$ cat config.mk
export PLATFORM = sky130hd
export DESIGN_NAME = nebula_inject_arbiter
export DESIGN_NICKNAME = d
export VERILOG_FILES = /design/src/rtl/nebula_inject_arbiter.sv
export SDC_FILE = /design/constraint.sdc
export NUM_CORES = 1
export LEC_CHECK = 0
export ABC_AREA = 1
export CORE_AREA = 2 2 155 157
export CTS_BUF_LIST = sky130_fd_sc_hd__clkbuf_4
export CTS_CLUSTER_SIZE = 20
export DETAILED_ROUTE_END_ITERATION = 7
export DIE_AREA = 0 0 157 159
export PLACE_DENSITY_LB_ADDON = 0.3
export SYNTH_ARGS = -nofsm -noshare
export SYNTH_HDL_FRONTEND = slang
export SYNTH_SLANG_ARGS = --single-unit
export TNS_END_PERCENT = 10
$ cat constraint.sdc
create_clock -name clk -period 3.1 [get_ports clk]
set_clock_uncertainty 0.1 [all_clocks]
set_input_delay 0.62 -clock clk [delete_from_list [all_inputs] [get_ports clk]]
set_output_delay 0.62 -clock clk [all_outputs]
set_load 0.02 [all_outputs]
$ cat src/rtl/nebula_inject_arbiter.sv
// Packet-atomic round-robin arbiter that shares one router injection port among NUM_REQ requesters.
// It has a registered output stage, flit and packet counters, and a runaway-packet watchdog.
module nebula_inject_arbiter #(
  parameter int unsigned NUM_REQ       = 4,
  parameter int unsigned MAX_PKT_FLITS = 16,
  parameter int unsigned FLIT_W        = 64,
  parameter int unsigned IDW           = $clog2(NUM_REQ)
) (
  input  logic                             clk,
  input  logic                             rst_n,
  input  logic [NUM_REQ-1:0][FLIT_W-1:0]   i_req_flit,
  input  logic [NUM_REQ-1:0]               i_req_valid,
  input  logic [NUM_REQ-1:0]               i_req_last,
  output logic [NUM_REQ-1:0]               o_req_ready,
  output logic [FLIT_W-1:0]                o_out_flit,
  output logic                             o_out_valid,
  input  logic                             i_out_ready,
  output logic [IDW-1:0]                   o_grant_id,
  output logic                             o_busy,
  output logic [31:0]                      o_flit_count,
  output logic [31:0]                      o_pkt_count,
  output logic                             o_pkt_err
);

  localparam int unsigned BCW = $clog2(MAX_PKT_FLITS + 1);

  typedef enum logic [0:0] {
    StIdle,
    StLocked
  } state_e;

  state_e             r_state;
  state_e             w_state_next;

  logic               r_out_valid;
  logic [FLIT_W-1:0]  r_out_flit;
  logic [IDW-1:0]     r_grant_id;
  logic [IDW-1:0]     r_rr_ptr;
  logic [BCW-1:0]     r_beat_cnt;
  logic [31:0]        r_flit_count;
  logic [31:0]        r_pkt_count;
  logic               r_pkt_err;

  logic               w_load_ok;
  logic [IDW-1:0]     w_pick;
  logic               w_pick_found;
  logic [IDW-1:0]     w_sel;
  logic [NUM_REQ-1:0] w_req_ready;
  logic               w_accept;
  logic               w_last;
  logic [BCW-1:0]     w_beat_new;
  logic               w_wd_hit;
  logic               w_release;
  logic [FLIT_W-1:0]  w_flit_sel;

  function automatic logic [IDW-1:0] wrap_idx(input int unsigned base, input int unsigned off);
    return IDW'((base + off) % NUM_REQ);
  endfunction

  assign w_load_ok = !r_out_valid || i_out_ready;

  // First valid requester at or after the round-robin pointer.
  always_comb begin
    w_pick       = '0;
    w_pick_found = 1'b0;
    for (int unsigned k = 0; k < NUM_REQ; k++) begin
      if (!w_pick_found && i_req_valid[wrap_idx(32'(r_rr_ptr), k)]) begin
        w_pick       = wrap_idx(32'(r_rr_ptr), k);
        w_pick_found = 1'b1;
      end
    end
  end

  always_ff @(posedge clk) begin
    if (!rst_n) begin
      r_state <= StIdle;
    end else begin
      r_state <= w_state_next;
    end
  end

  always_comb begin
    w_state_next = r_state;
    unique case (r_state)
      StIdle: begin
        if (w_accept && !w_release) begin
          w_state_next = StLocked;
        end
      end
      StLocked: begin
        if (w_release) begin
          w_state_next = StIdle;
        end
      end
      default: w_state_next = StIdle;
    endcase
  end

  // Handshake outputs; rst_n gates ready so that no flit is taken while in reset.
  always_comb begin
    w_req_ready = '0;
    w_accept    = 1'b0;
    w_sel       = r_grant_id;
    w_beat_new  = r_beat_cnt + 1'b1;
    unique case (r_state)
      StIdle: begin
        w_sel                = w_pick;
        w_beat_new           = BCW'(1);
        w_accept             = w_pick_found && w_load_ok && rst_n;
        w_req_ready[w_pick]  = w_accept;
      end
      StLocked: begin
        w_accept                = i_req_valid[r_grant_id] && w_load_ok && rst_n;
        w_req_ready[r_grant_id] = w_load_ok && rst_n;
      end
      default: begin
        w_accept = 1'b0;
      end
    endcase
    w_last     = i_req_last[w_sel];
    w_wd_hit   = (w_beat_new == BCW'(MAX_PKT_FLITS));
    w_release  = w_accept && (w_last || w_wd_hit);
  end

  assign w_flit_sel = i_req_flit[w_sel];

  always_ff @(posedge clk) begin
    if (!rst_n) begin
      r_out_valid  <= 1'b0;
      r_out_flit   <= '0;
      r_grant_id   <= '0;
      r_rr_ptr     <= '0;
      r_beat_cnt   <= '0;
      r_flit_count <= '0;
      r_pkt_count  <= '0;
      r_pkt_err    <= 1'b0;
    end else begin
      if (w_load_ok) begin
        r_out_valid <= w_accept;
        if (w_accept) begin
          r_out_flit <= w_flit_sel;
        end
      end
      if (w_accept) begin
        r_grant_id   <= w_sel;
        r_beat_cnt   <= w_beat_new;
        r_flit_count <= r_flit_count + 32'd1;
      end
      if (w_release) begin
        r_rr_ptr    <= wrap_idx(32'(w_sel), 1);
        r_pkt_count <= r_pkt_count + 32'd1;
        if (!w_last) begin
          r_pkt_err <= 1'b1;
        end
      end
    end
  end

  assign o_req_ready  = w_req_ready;
  assign o_out_flit   = r_out_flit;
  assign o_out_valid  = r_out_valid;
  assign o_grant_id   = r_grant_id;
  assign o_busy       = (r_state == StLocked);
  assign o_flit_count = r_flit_count;
  assign o_pkt_count  = r_pkt_count;
  assign o_pkt_err    = r_pkt_err;

`ifndef SYNTHESIS
  a_ready_onehot: assert property (@(posedge clk) $onehot0(o_req_ready));

  a_out_hold: assert property (@(posedge clk) disable iff (!rst_n)
    (r_out_valid && !i_out_ready) |=> (r_out_valid && $stable(r_out_flit)));

  a_beat_bound: assert property (@(posedge clk) disable iff (!rst_n)
    r_beat_cnt <= BCW'(MAX_PKT_FLITS));

  a_grant_range: assert property (@(posedge clk) disable iff (!rst_n)
    32'(r_grant_id) < NUM_REQ);
`endif

endmodule

==> qor.csv <==
stage,metric,value,unit
yosys,Synth top area share,0.309,
job,max cap viols,0,
outcome,status,"finished, final reports clean",
placed_design,placed insts,2116,
global_routing,number of global-route vias before repair,10600,
global_routing,Total Routing Usage GR,0.285,
worst_hold_path,worst hold path type,flop to flop,
yosys,Synth async-reset ratio,0,
worst_setup_path,r2r setup slk,0.36,ns
worst_setup_path,cell repeated most along the worst path,nand2_1,
yosys,Syn Nets,1693,
timing,Min Hold Slack,0.361,ns
worst_setup_path,Arrival @ worst endpoint,2.31,ns
worst_setup_path,CP Capture Type,output port,
yosys,Post-synth EDFFs,0,
global_routing,maximum number of pins on one net before global-route repair,92,
yosys,Yosys top cell by area,dfxtp_1,
routing,Metal-1 WL,14600,um
worst_setup_path,Crit Path Class,primary input to output port,
global_routing,first-pass GRT wire length,55900,um
placed_design,DP Area,13700,um^2
clock_network,total setup buffers inserted after CTS,0,
final_layout,# fillers,2262,
final_layout,Final Instance Area,13900,um^2
pwr,pwr/cell area,955,nW/um^2
yosys,Cells after Synth,1423,
floorplanning,Row Count,56,
timing,final period utilization,0.977,
floorplanning,Die Width,157,um
final_layout,multi-input logic area,5370,um^2
final_layout,Area growth syn-to-layout,53.7,%
clock_network,clock transition at the registers of the reported paths,0.13,ns
routing,drt total wl,36000,um
routing,first-pass iteration count of the detailed router,7,
routing,max layer used,met5,
placed_design,pre-CTS setup slack,-0.403,ns
pwr,Worst IR Drop VDD,0.000749,V
worst_setup_path,worst path required time,2.38,ns
routing,WL/cell,16.7,um
clock_network,CTS tree,yes,
routing,Met3 Wirelength,2660,um
final_layout,post-layout net count,2086,
floorplanning,initial core utilization,0.391,
timing,Worst Max-Slew Pin Slew,1.10,ns
worst_setup_path,CP max stage cell,clkdlybuf4s50_1,
worst_setup_path,crit path buf inv count,3,
worst_setup_path,crit path launch type,primary input,
routing,# DRC,0,
worst_setup_path,"delay-heaviest family, CP",buffers and inverters,
yosys,top-count cell post-synth,nor2_1,
pwr,leakage power,5.64,nW
yosys,Synth Area in Simple Gates,0.358,
timing,fin worst setup slack,0.0712,ns
clock_network,root buf cell,clkbuf_4,
final_layout,layout cell share with drive strength beyond 1,0.0990,
yosys,Adder-Cell Fraction of Synth Area,0.00414,
timing,RSZ-0062 raised after global routing,yes,
yosys,synthesis-stage register bit count,140,
clock_network,CTS Hold Bufs,0,
worst_setup_path,"Max FO, Critical Path",3,
yosys,Synth Area in Compound Gates,0.183,
worst_setup_path,Max stage delay on crit path,0.50,ns
routing,Met2 Routed Length,17300,um
clock_network,CTS Buffer Depth,2,
timing,Max Slew Vio Count,0,
worst_setup_path,CP Cell Sequence,"clkdlybuf4s50_1, inv_1, nand2_1, nand2_1, o21ai_1, nand3b_1, nand3_2, a21o_1, o22ai_1, buf_4",
yosys,Synth top cells by count,"265 x nor2_1, 201 x nand2_1, 140 x dfxtp_1, 124 x inv_1, 113 x nand3_1",
yosys,Post-Synthesis Cell Area,9070,um^2
floorplanning,num ports,404,
yosys,Post-Synth XOR/XNOR Area,0.0434,
timing,final setup vio count,0,
floorplanning,die area,25000,um^2
routing,via density per instance,5.07,
pwr,Pwr Total,13.3,mW
yosys,"Seq/Total Area, Yosys",0.309,
timing,Slew headroom,0.269,
routing,DRT iter0 DRCs,654,
clock_network,H-tree levels,4,
yosys,largest family of logic cells by synthesized area,simple AND/OR/NAND/NOR gates,
floorplanning,core region area,23200,um^2
floorplanning,die height,159,um
routing,total number of vias,10900,
yosys,Synth Warn #,0,
final_layout,final non-filler cell total,2154,
yosys,top_reg_cell synth,dfxtp_1,
yosys,post-synthesis mux area share,0,
timing,Max Clock Freq,0.330,GHz
placed_design,Final Wtd Congestion,0.983,
placed_design,IO buf count,403,
global_routing,initial antenna violation count,7,
clock_network,worst-skew pair later-pin latency,0.55,ns
yosys,syn avg cell area,6.37,um^2
yosys,synth unique cells,37,
timing,final hold viol count,0,
global_routing,Congestion Overflow GR,0,
routing,antenna-violating nets left,0,
yosys,synth top area cells,"dfxtp_1 31%, nor2_1 11%, nand2_1 8.3%, nand3_1 6.2%, o211ai_1 5.4%",
final_layout,sequential cell area,2810,um^2
clock_network,CTS buffer count,17,
timing,min cycle time layout,3.03,ns
placed_design,detailed placement HPWL,28000,um
clock_network,TritonCTS Sinks,140,
## worst register-to-register path: stages (launching register included)
cell     delay, ns
dfxtp_2       0.37
buf_4         0.18
nand2_1       0.09
nand3_1       0.12
nand2_2       0.09
nor2_4        0.15
nand3_2       0.09
nand2_2       0.08
nand3_2       0.09
buf_4         0.17
nand2_4       0.07
buf_4         0.19
nand2_1       0.09
nand3_2       0.11
nand3_4       0.10
nand2_4       0.28
inv_2         0.12
nor2_1        0.11
nor2_1        0.04
## cells by family (layout without fill, tap and decap cells)
kind of cell | Yosys count | count (layout)
and+or+nand+nor | 726 | 726
AOI/OAI and AO/OA | 294 | 294
buffers and inverters | 215 | 621
DFF | 140 | 140
xor gates and xnor gates | 45 | 45
adders and majority gates | 3 | 3
other | 0 | 6
## report_power, final
group	switching [mW]	leakage, nW	total, mW	internal, mW
clock network	0.741	0.135	1.16	0.418
logic	5.49	4.36	9.57	4.07
registers	0.321	1.15	2.60	2.27
## placed cells by master (no fill, tap or decap), types with 2 or more instances in the layout
cell | netlist | layout
nor2_1 | 265 | 264
nand2_1 | 201 | 200
clkinvlp_4 | 0 | 3
nor4_1 | 16 | 16
clkinv_4 | 0 | 4
inv_6 | 0 | 2
nand2_2 | 7 | 6
nor2_4 | 1 | 2
dfxtp_1 | 140 | 138
a32o_1 | 2 | 2
o211ai_1 | 65 | 65
nand3b_1 | 5 | 5
o21ai_1 | 54 | 54
clkdlybuf4s50_1 | 0 | 398
nand2_4 | 2 | 3
xnor2_1 | 11 | 11
ha_1 | 3 | 3
clkinv_2 | 0 | 2
clkbuf_4 | 0 | 19
a21oi_1 | 69 | 69
or2_2 | 64 | 64
dfxtp_2 | 0 | 2
o22ai_1 | 2 | 2
o21a_1 | 2 | 2
buf_12 | 0 | 13
o21ai_0 | 96 | 96
xor2_1 | 34 | 34
inv_2 | 3 | 2
diode_2 | 0 | 6
inv_1 | 124 | 124
nand3_1 | 113 | 112
a31oi_1 | 3 | 3
nor3_1 | 31 | 31
nand3_2 | 4 | 5
clkinv_1 | 1 | 3
nand4_1 | 14 | 14
buf_4 | 7 | 49
## final cells by class
class	instances	share of cell area
antenna	6	0.00108
clock buffer	19	0.0102
clock inverter	13	0.00843
inverter	128	0.0345
multi-input combinational	1068	0.385
sequential	140	0.201
tap	319	0.0286
timing repair buffer	461	0.331
## state kept, by name (all words and copies together) (netlist names), named ones only
name	count
o_out_valid	1
r_rr_ptr	2
o_out_flit	64
o_flit_count	32
o_pkt_err	1
r_beat_cnt	5
o_pkt_count	32
o_grant_id	2
## stage by stage
stage | utilization | TNS (ns)
3_3_place_gp | 0.589 | -3.51
2_1_floorplan | - | 0
4_1_cts | 0.601 | 0
3_5_place_dp | 0.589 | -8.73
6_report | 0.601 | 0
5_1_grt | 0.601 | -0.0325
## final timing paths
kind | start | endpoint | cells past startpoint
worst min register to register | o_pkt_err$_SDFFE_PN0P_ | o_pkt_err$_SDFFE_PN0P_ | 2
worst min-delay path | o_pkt_err$_SDFFE_PN0P_ | o_pkt_err$_SDFFE_PN0P_ | 2
worst max register to register | r_rr_ptr[0]$_SDFFE_PN0P_ | r_rr_ptr[0]$_SDFFE_PN0P_ | 18
worst max-delay path | i_req_valid[3] | o_req_ready[2] | 10
## what timing repair did
action	4_1_cts	5_1_grt
cloned	0	0
resized for setup	15	10
setup endpoints to repair	4	4
## routing by layer
layer  track usage  up-vias
met3        0.0735       75
met5             0        -
li1              -     5472
met1         0.345     4960
met2         0.476      402
met4         0.120        4
(Power assumes the default switching activity.)
